### config.mk
export PLATFORM = sky130hd
export DESIGN_NAME = rotate_controller
export DESIGN_NICKNAME = d
export VERILOG_FILES = /design/src/rtl/rotate_controller.sv
export SDC_FILE = /design/constraint.sdc
export NUM_CORES = 1
export LEC_CHECK = 0
export CAP_MARGIN = 30
export CORE_AREA = 2 2 39 41
export CTS_BUF_LIST = sky130_fd_sc_hd__clkbuf_4 sky130_fd_sc_hd__clkbuf_8
export CTS_CLUSTER_SIZE = 14
export DETAILED_ROUTE_END_ITERATION = 10
export DIE_AREA = 0 0 41 43
export PLACE_DENSITY = 0.69
export SYNTH_ARGS = -nofsm -noshare
export SYNTH_HDL_FRONTEND = slang
export SYNTH_SLANG_ARGS = --single-unit
### constraint.sdc
create_clock -name clk -period 1.2 [get_ports clk]
set_input_delay 0.18 -clock clk [delete_from_list [all_inputs] [get_ports clk]]
set_output_delay 0.18 -clock clk [all_outputs]
set_load 0.005 [all_outputs]
### src/rtl/rotate_controller.sv
// rtl/rotate_controller.sv - Moore FSM sequencing the rotate datapath counters and write strobes
//
// Ports:
//   clk         system clock, rising edge
//   rst         asynchronous active-high reset
//   start       begin an operation (sampled only in IDLE)
//   abort       cancel the operation in progress (ignored in IDLE)
//   cnt_co_64   terminal count of the datapath slice counter (used in ROT only)
//   cnt_co_25   terminal count of the datapath lane counter (used in LANE only)
//   cnt_rst_64  slice counter reset        cnt_en_64  slice counter enable
//   cnt_rst_25  lane counter reset         cnt_en_25  lane counter enable
//   inreg_en    datapath input-register load
//   wr_en_1     per-slice memory write strobe
//   wr_en_2     per-lane memory write strobe
//   busy        any state other than IDLE
//   done        one-cycle completion pulse
module rotate_controller #(
  parameter int ROUNDS = 1
) (
  input  logic clk,
  input  logic rst,
  input  logic start,
  input  logic abort,
  input  logic cnt_co_64,
  input  logic cnt_co_25,
  output logic cnt_rst_64,
  output logic cnt_rst_25,
  output logic cnt_en_64,
  output logic cnt_en_25,
  output logic inreg_en,
  output logic wr_en_1,
  output logic wr_en_2,
  output logic busy,
  output logic done
);

  typedef enum logic [2:0] {
    S_IDLE,
    S_INIT,
    S_LOAD,
    S_ROT,
    S_LANE,
    S_ROUND,
    S_DONE
  } state_t;

  localparam logic [4:0] ROUNDS_W = 5'(ROUNDS);

  state_t     state, state_nxt;
  logic [4:0] round_cnt, round_nxt;
  logic [4:0] round_inc;

  assign round_inc = round_cnt + 5'd1;

  always_ff @(posedge clk or posedge rst) begin
    if (rst) begin
      state     <= S_IDLE;
      round_cnt <= '0;
    end else begin
      state     <= state_nxt;
      round_cnt <= round_nxt;
    end
  end

  // Outputs depend only on the current state; inputs only steer the next state.
  always_comb begin
    state_nxt  = state;
    round_nxt  = round_cnt;
    cnt_rst_64 = 1'b0;
    cnt_rst_25 = 1'b0;
    cnt_en_64  = 1'b0;
    cnt_en_25  = 1'b0;
    inreg_en   = 1'b0;
    wr_en_1    = 1'b0;
    wr_en_2    = 1'b0;
    busy       = 1'b0;
    done       = 1'b0;

    case (state)
      S_IDLE: begin
        if (start) state_nxt = S_INIT;
      end
      S_INIT: begin
        busy       = 1'b1;
        cnt_rst_64 = 1'b1;
        cnt_rst_25 = 1'b1;
        round_nxt  = '0;
        state_nxt  = S_LOAD;
      end
      S_LOAD: begin
        busy      = 1'b1;
        inreg_en  = 1'b1;
        state_nxt = S_ROT;
      end
      S_ROT: begin
        busy      = 1'b1;
        wr_en_1   = 1'b1;
        cnt_en_64 = 1'b1;
        if (cnt_co_64) state_nxt = S_LANE;
      end
      S_LANE: begin
        busy       = 1'b1;
        wr_en_2    = 1'b1;
        cnt_en_25  = 1'b1;
        cnt_rst_64 = 1'b1;
        state_nxt  = cnt_co_25 ? S_ROUND : S_LOAD;
      end
      S_ROUND: begin
        busy       = 1'b1;
        cnt_rst_25 = 1'b1;
        round_nxt  = round_inc;
        // Decide on the incremented value so the final round ends here, not one pass later.
        state_nxt  = (round_inc == ROUNDS_W) ? S_DONE : S_LOAD;
      end
      S_DONE: begin
        busy      = 1'b1;
        done      = 1'b1;
        state_nxt = S_IDLE;
      end
      default: begin
        state_nxt = S_IDLE;
      end
    endcase

    // Abort overrides every transition but has no meaning while idle.
    if (abort && (state != S_IDLE)) state_nxt = S_IDLE;
  end

endmodule

==> impl_results.html, run 1 <==
<table>
<tr><th>Metric</th><th>Value</th></tr>
<tr><th colspan="2">Power</th></tr>
<tr><td>Internal power component</td><td>around 0.0014 W</td></tr>
<tr><td>Overall power consumption</td><td>around 0.0023 W</td></tr>
<tr><td>Peak VDD IR</td><td>roughly 1400 uV</td></tr>
<tr><td>Leakage</td><td>about 0.5 nW</td></tr>
<tr><td>Clock group share of total power</td><td>roughly a tenth</td></tr>
<tr><td>Combinational group share of total power</td><td>a little under three quarters</td></tr>
<tr><td>Switching Share</td><td>about two fifths</td></tr>
<tr><td>Net switching power</td><td>about 0.0009 W</td></tr>
<tr><td>Power density over cell area</td><td>2170 mW/mm^2</td></tr>
<tr><td>Reg power frac</td><td>between 10% and 20%</td></tr>
<tr><th colspan="2">Die</th></tr>
<tr><td>Die footprint</td><td>about 0.0018 mm^2</td></tr>
<tr><td>Row count</td><td>14</td></tr>
<tr><td>Die height</td><td>43 um</td></tr>
<tr><td>Die width</td><td>between 40 and 50 um</td></tr>
<tr><td>Num ports</td><td>15</td></tr>
<tr><td>Floorplan Core Area</td><td>around 0.0014 mm^2</td></tr>
<tr><td>Initial Utilization</td><td>40.2%</td></tr>
<tr><th colspan="2">Clock network</th></tr>
<tr><td>Clock tree from TritonCTS</td><td>done</td></tr>
<tr><td>Number of buffers inserted by hold repair at cts</td><td>0</td></tr>
<tr><td>CTS buffer count</td><td>3</td></tr>
<tr><td>Clock-pin transition on the worst setup and hold timing paths</td><td>~0.06 ns</td></tr>
<tr><td>Num Clock Sinks</td><td>8</td></tr>
<tr><td>Root buffer cell</td><td>clkbuf_4</td></tr>
<tr><td>Skew-Pair Late Insertion Delay</td><td>~0.27 ns</td></tr>
<tr><td>Worst-case clock buffer depth</td><td>2</td></tr>
<tr><td>CTS H-tree lvls</td><td>1</td></tr>
<tr><th colspan="2">Drt</th></tr>
<tr><td>Routed vias/inst</td><td>roughly 5</td></tr>
<tr><td>Residual DRC</td><td>0</td></tr>
<tr><td>Via Count</td><td>about 600</td></tr>
<tr><td>Initial DRT Pass Iterations</td><td>4</td></tr>
<tr><td>Detailed-route wire length per cell</td><td>17.1 um</td></tr>
<tr><td>ANT nets after route</td><td>0</td></tr>
<tr><td>Number of design-rule violations left by the first detailed-router iteration</td><td>15</td></tr>
<tr><td>Total detailed-routing wirelength</td><td>roughly 2100 um</td></tr>
<tr><th colspan="2">GRT</th></tr>
<tr><td>Overall overflow remaining after global route</td><td>0</td></tr>
<tr><td>Gr usage total</td><td>between 20% and 30%</td></tr>
<tr><td>Vias in the first global route</td><td>586</td></tr>
<tr><td>First-pass GRT wire length</td><td>2830 um</td></tr>
<tr><td>Initial antenna violation count</td><td>0</td></tr>
<tr><td>Largest net degree at the start of global routing</td><td>9</td></tr>
<tr><th colspan="2">Layout</th></tr>
<tr><td>Number of nets at the end of the flow</td><td>~120</td></tr>
<tr><td>Register area</td><td>204 um^2</td></tr>
<tr><td>Proportion of layout cells with a drive suffix above 1</td><td>60.0%</td></tr>
<tr><td>Diode count</td><td>0</td></tr>
<tr><td>Post-Route Utilization</td><td>75.6%</td></tr>
<tr><td>Area growth, synth to finish</td><td>87.9%</td></tr>
<tr><td>Area of the multi-input gates</td><td>roughly 410 um^2</td></tr>
<tr><td>Fillers</td><td>93</td></tr>
<tr><td>Summed area of non-filler cells in the final layout</td><td>approximately 0.0010 mm^2</td></tr>
<tr><th colspan="2">Timing</th></tr>
<tr><td>Setup violators final</td><td>12</td></tr>
<tr><td>Tmin final</td><td>between 1 and 1.5 ns</td></tr>
<tr><td>Worst path setup slack after routing</td><td>-0.274 ns</td></tr>
<tr><td>Pin slew with the least headroom to its limit</td><td>approximately 0.32 ns</td></tr>
<tr><td>Max-slew headroom at the worst pin</td><td>78.6%</td></tr>
<tr><td>Fin crit share</td><td>123%</td></tr>
<tr><td>Slew Limit Fails</td><td>0</td></tr>
<tr><td>Layout Skew</td><td>around 0.0078 ns</td></tr>
<tr><td>Maximum operating frequency</td><td>about 680 MHz</td></tr>
<tr><td>Unrepaired setup endpoints after global routing</td><td>yes</td></tr>
<tr><td>Final Hold Vio Count</td><td>0</td></tr>
<tr><td>Final total negative setup slack</td><td>-2.28 ns</td></tr>
<tr><td>Worst hold slack</td><td>0.184 ns</td></tr>
<tr><th colspan="2">Worst setup path</th></tr>
<tr><td>Crit path required time</td><td>1.02 ns</td></tr>
<tr><td>Nature of the critical path startpoint</td><td>flip-flop</td></tr>
<tr><td>Crit path arrival time</td><td>about 1.3 ns</td></tr>
<tr><td>Slack of the worst reg-to-reg path</td><td>-0.24 ns</td></tr>
<tr><td>Worst reg2reg endpoint</td><td>state[2]</td></tr>
<tr><td>Beginning of the worst register-to-register path</td><td>state[0]</td></tr>
<tr><td>Type of destination of the critical path</td><td>output port</td></tr>
<tr><td>Count of cells along the worst register-to-register path</td><td>6</td></tr>
<tr><td>Max FO, Critical Path</td><td>5</td></tr>
<tr><td>Kind of critical path</td><td>flip-flop to output port</td></tr>
<tr><th colspan="2">Yosys</th></tr>
<tr><td>Post-Syn Nets</td><td>74</td></tr>
<tr><td>Area contributors post-synth</td><td>dfrtp_1 (36%), nand2b_1 (5.6%), o21ai_0 (5.4%)</td></tr>
<tr><td>Total of flip-flops plus latches after synthesis</td><td>8</td></tr>
<tr><td>Synth top cells by count</td><td>dfrtp_1 (8), nor2_1 (6), o21ai_0 (6)</td></tr>
<tr><td>Mean area per synthesized cell</td><td>~8.4 um^2</td></tr>
<tr><td>Most numerous cell in the Yosys netlist</td><td>dfrtp_1</td></tr>
<tr><td>Post-synthesis instance total</td><td>66</td></tr>
<tr><td>Cell area after synthesis</td><td>557 um^2</td></tr>
<tr><td>Share of flip-flops with an asynchronous set or reset</td><td>100%</td></tr>
<tr><td>Post-synthesis cell type count</td><td>26</td></tr>
<tr><td>Synthesis warning total</td><td>0</td></tr>
<tr><td>Yosys top cell by area</td><td>dfrtp_1</td></tr>
<tr><td>Primary FF master, synth</td><td>dfrtp_1</td></tr>
<tr><td>Sequential cell area fraction in the yosys report</td><td>approximately 36%</td></tr>
<tr><td>Number of enable flip-flop cells after synthesis</td><td>0</td></tr>
<tr><td>Area share of the largest cell type after synthesis</td><td>between 30% and 40%</td></tr>
<tr><th colspan="2">Status</th></tr>
<tr><td>Status</td><td>finished with violations</td></tr>
<tr><td>Failing checks</td><td>setup timing</td></tr>
<tr><th colspan="2">Hold path</th></tr>
<tr><td>Worst Hold Class</td><td>primary input to asynchronous set/reset pin</td></tr>
<tr><th colspan="2">Placement</th></tr>
<tr><td>Placement Cell Area</td><td>about 760 um^2</td></tr>
<tr><td>HPWL after DPL</td><td>between 900 and 1000 um</td></tr>
<tr><td>Final weighted congestion in routability-driven placement</td><td>approximately 0.82</td></tr>
<tr><td>Number of port buffers</td><td>14</td></tr>
<tr><th colspan="2">Job</th></tr>
<tr><td>Max_cap viols</td><td>0</td></tr>
</table>
[stage by stage]
step                      worst slack, ns  cells
after floorplan                    0.0452     66
after global placement             -0.317    102
after detailed placement           -0.348    102
after CTS                          -0.183    117
after global routing               -0.302    121
final                              -0.274    121
[state kept, by name (all words and copies together), names as in the netlist]
signal	cells
round_cnt	5
state	3
[layer usage]
metal  up-vias  wire (um)  global-route usage, %
li1        300          -                      -
met1       300        929                   32.0
met2        10       1060                   36.9
met3         5         48                   6.81
met4         0         39                   12.7
met5         -          0                      0
[timing repair]
| item | CTS | global route |
|---|---|---|
| setup endpoints to repair | 13 | 16 |
| setup buffers | 12 | 4 |
| resized for setup | 56 | 31 |
| pin swaps | 6 | 8 |
[placed cells by master (no fill, tap or decap), types with 2 or more instances in the layout]
cell,instances
dfrtp_1,5
buf_6,18
nand3_1,2
nor2_4,2
o21ai_2,3
a21o_1,2
buf_4,9
nor2_1,3
nand2b_4,2
clkdlybuf4s50_1,5
nand2_1,2
inv_1,3
buf_2,8
xor2_1,2
dfrtp_2,3
clkbuf_4,3
a21oi_1,2
o21ai_1,2
nand2b_1,3
a21oi_2,2
[how the worst max path moves through the flow]
| stage | start | end | slack (ns) | cells after the start |
|---|---|---|---|---|
| after floorplan | round_cnt[0] | state[2] | 0.05 | 5 |
| after global placement | state[2] | cnt_en_64 | -0.32 | 3 |
| after detailed placement | state[2] | cnt_en_64 | -0.35 | 3 |
| after CTS | state[0] | wr_en_2 | -0.18 | 3 |
| after global routing | state[0] | wr_en_2 | -0.30 | 3 |
| final | state[0] | wr_en_2 | -0.27 | 3 |
[final cells by class]
class,count,share of cell area [%]
tap,16,1.91
multi-input combinational,48,39.2
timing repair buffer,41,34.9
clock buffer,3,2.15
sequential,8,19.5
inverter,5,2.27
[power groups by stage]
stage | Combinational, W | Clock [W] | Sequential, W
after floorplan | 0.000448 | 0 | 0.000353
after global placement | 0.000809 | 0 | 0.000419
after detailed placement | 0.000813 | 0 | 0.000420
after CTS | 0.00122 | 0.000218 | 0.000384
after global routing | 0.00171 | 0.000247 | 0.000419
final | 0.00163 | 0.000226 | 0.000413
[cells by family (layout without fill, tap and decap cells)]
kind of cell	after synthesis	count (layout)	share of synthesized area [%]
and+or+nand+nor	28	28	29.2
adders and majority gates	2	2	4.49
DFF	8	8	36.0
buffers and inverters	10	49	9.66
xor gates and xnor gates	3	3	4.72
AOI/OAI and AO/OA	15	15	16.0
[worst max-delay path, cell delays in order (launching register included)]
cell and delay [ns]:
dfrtp_2 0.46, buf_6 0.15, nor3b_4 0.24, buf_2 0.16
(Power assumes the default switching activity.)
==> run 2: changes to the inputs <==
--- a/config.mk
+++ b/config.mk
@@ -12,6 +12,7 @@
 export DETAILED_ROUTE_END_ITERATION = 10
 export DIE_AREA = 0 0 41 43
 export PLACE_DENSITY = 0.69
+export SLEW_MARGIN = 5
 export SYNTH_ARGS = -nofsm -noshare
 export SYNTH_HDL_FRONTEND = slang
 export SYNTH_SLANG_ARGS = --single-unit
==> results of run 2 <==
Same layout as run 1: the final DEF is identical, and so are final timing and power.
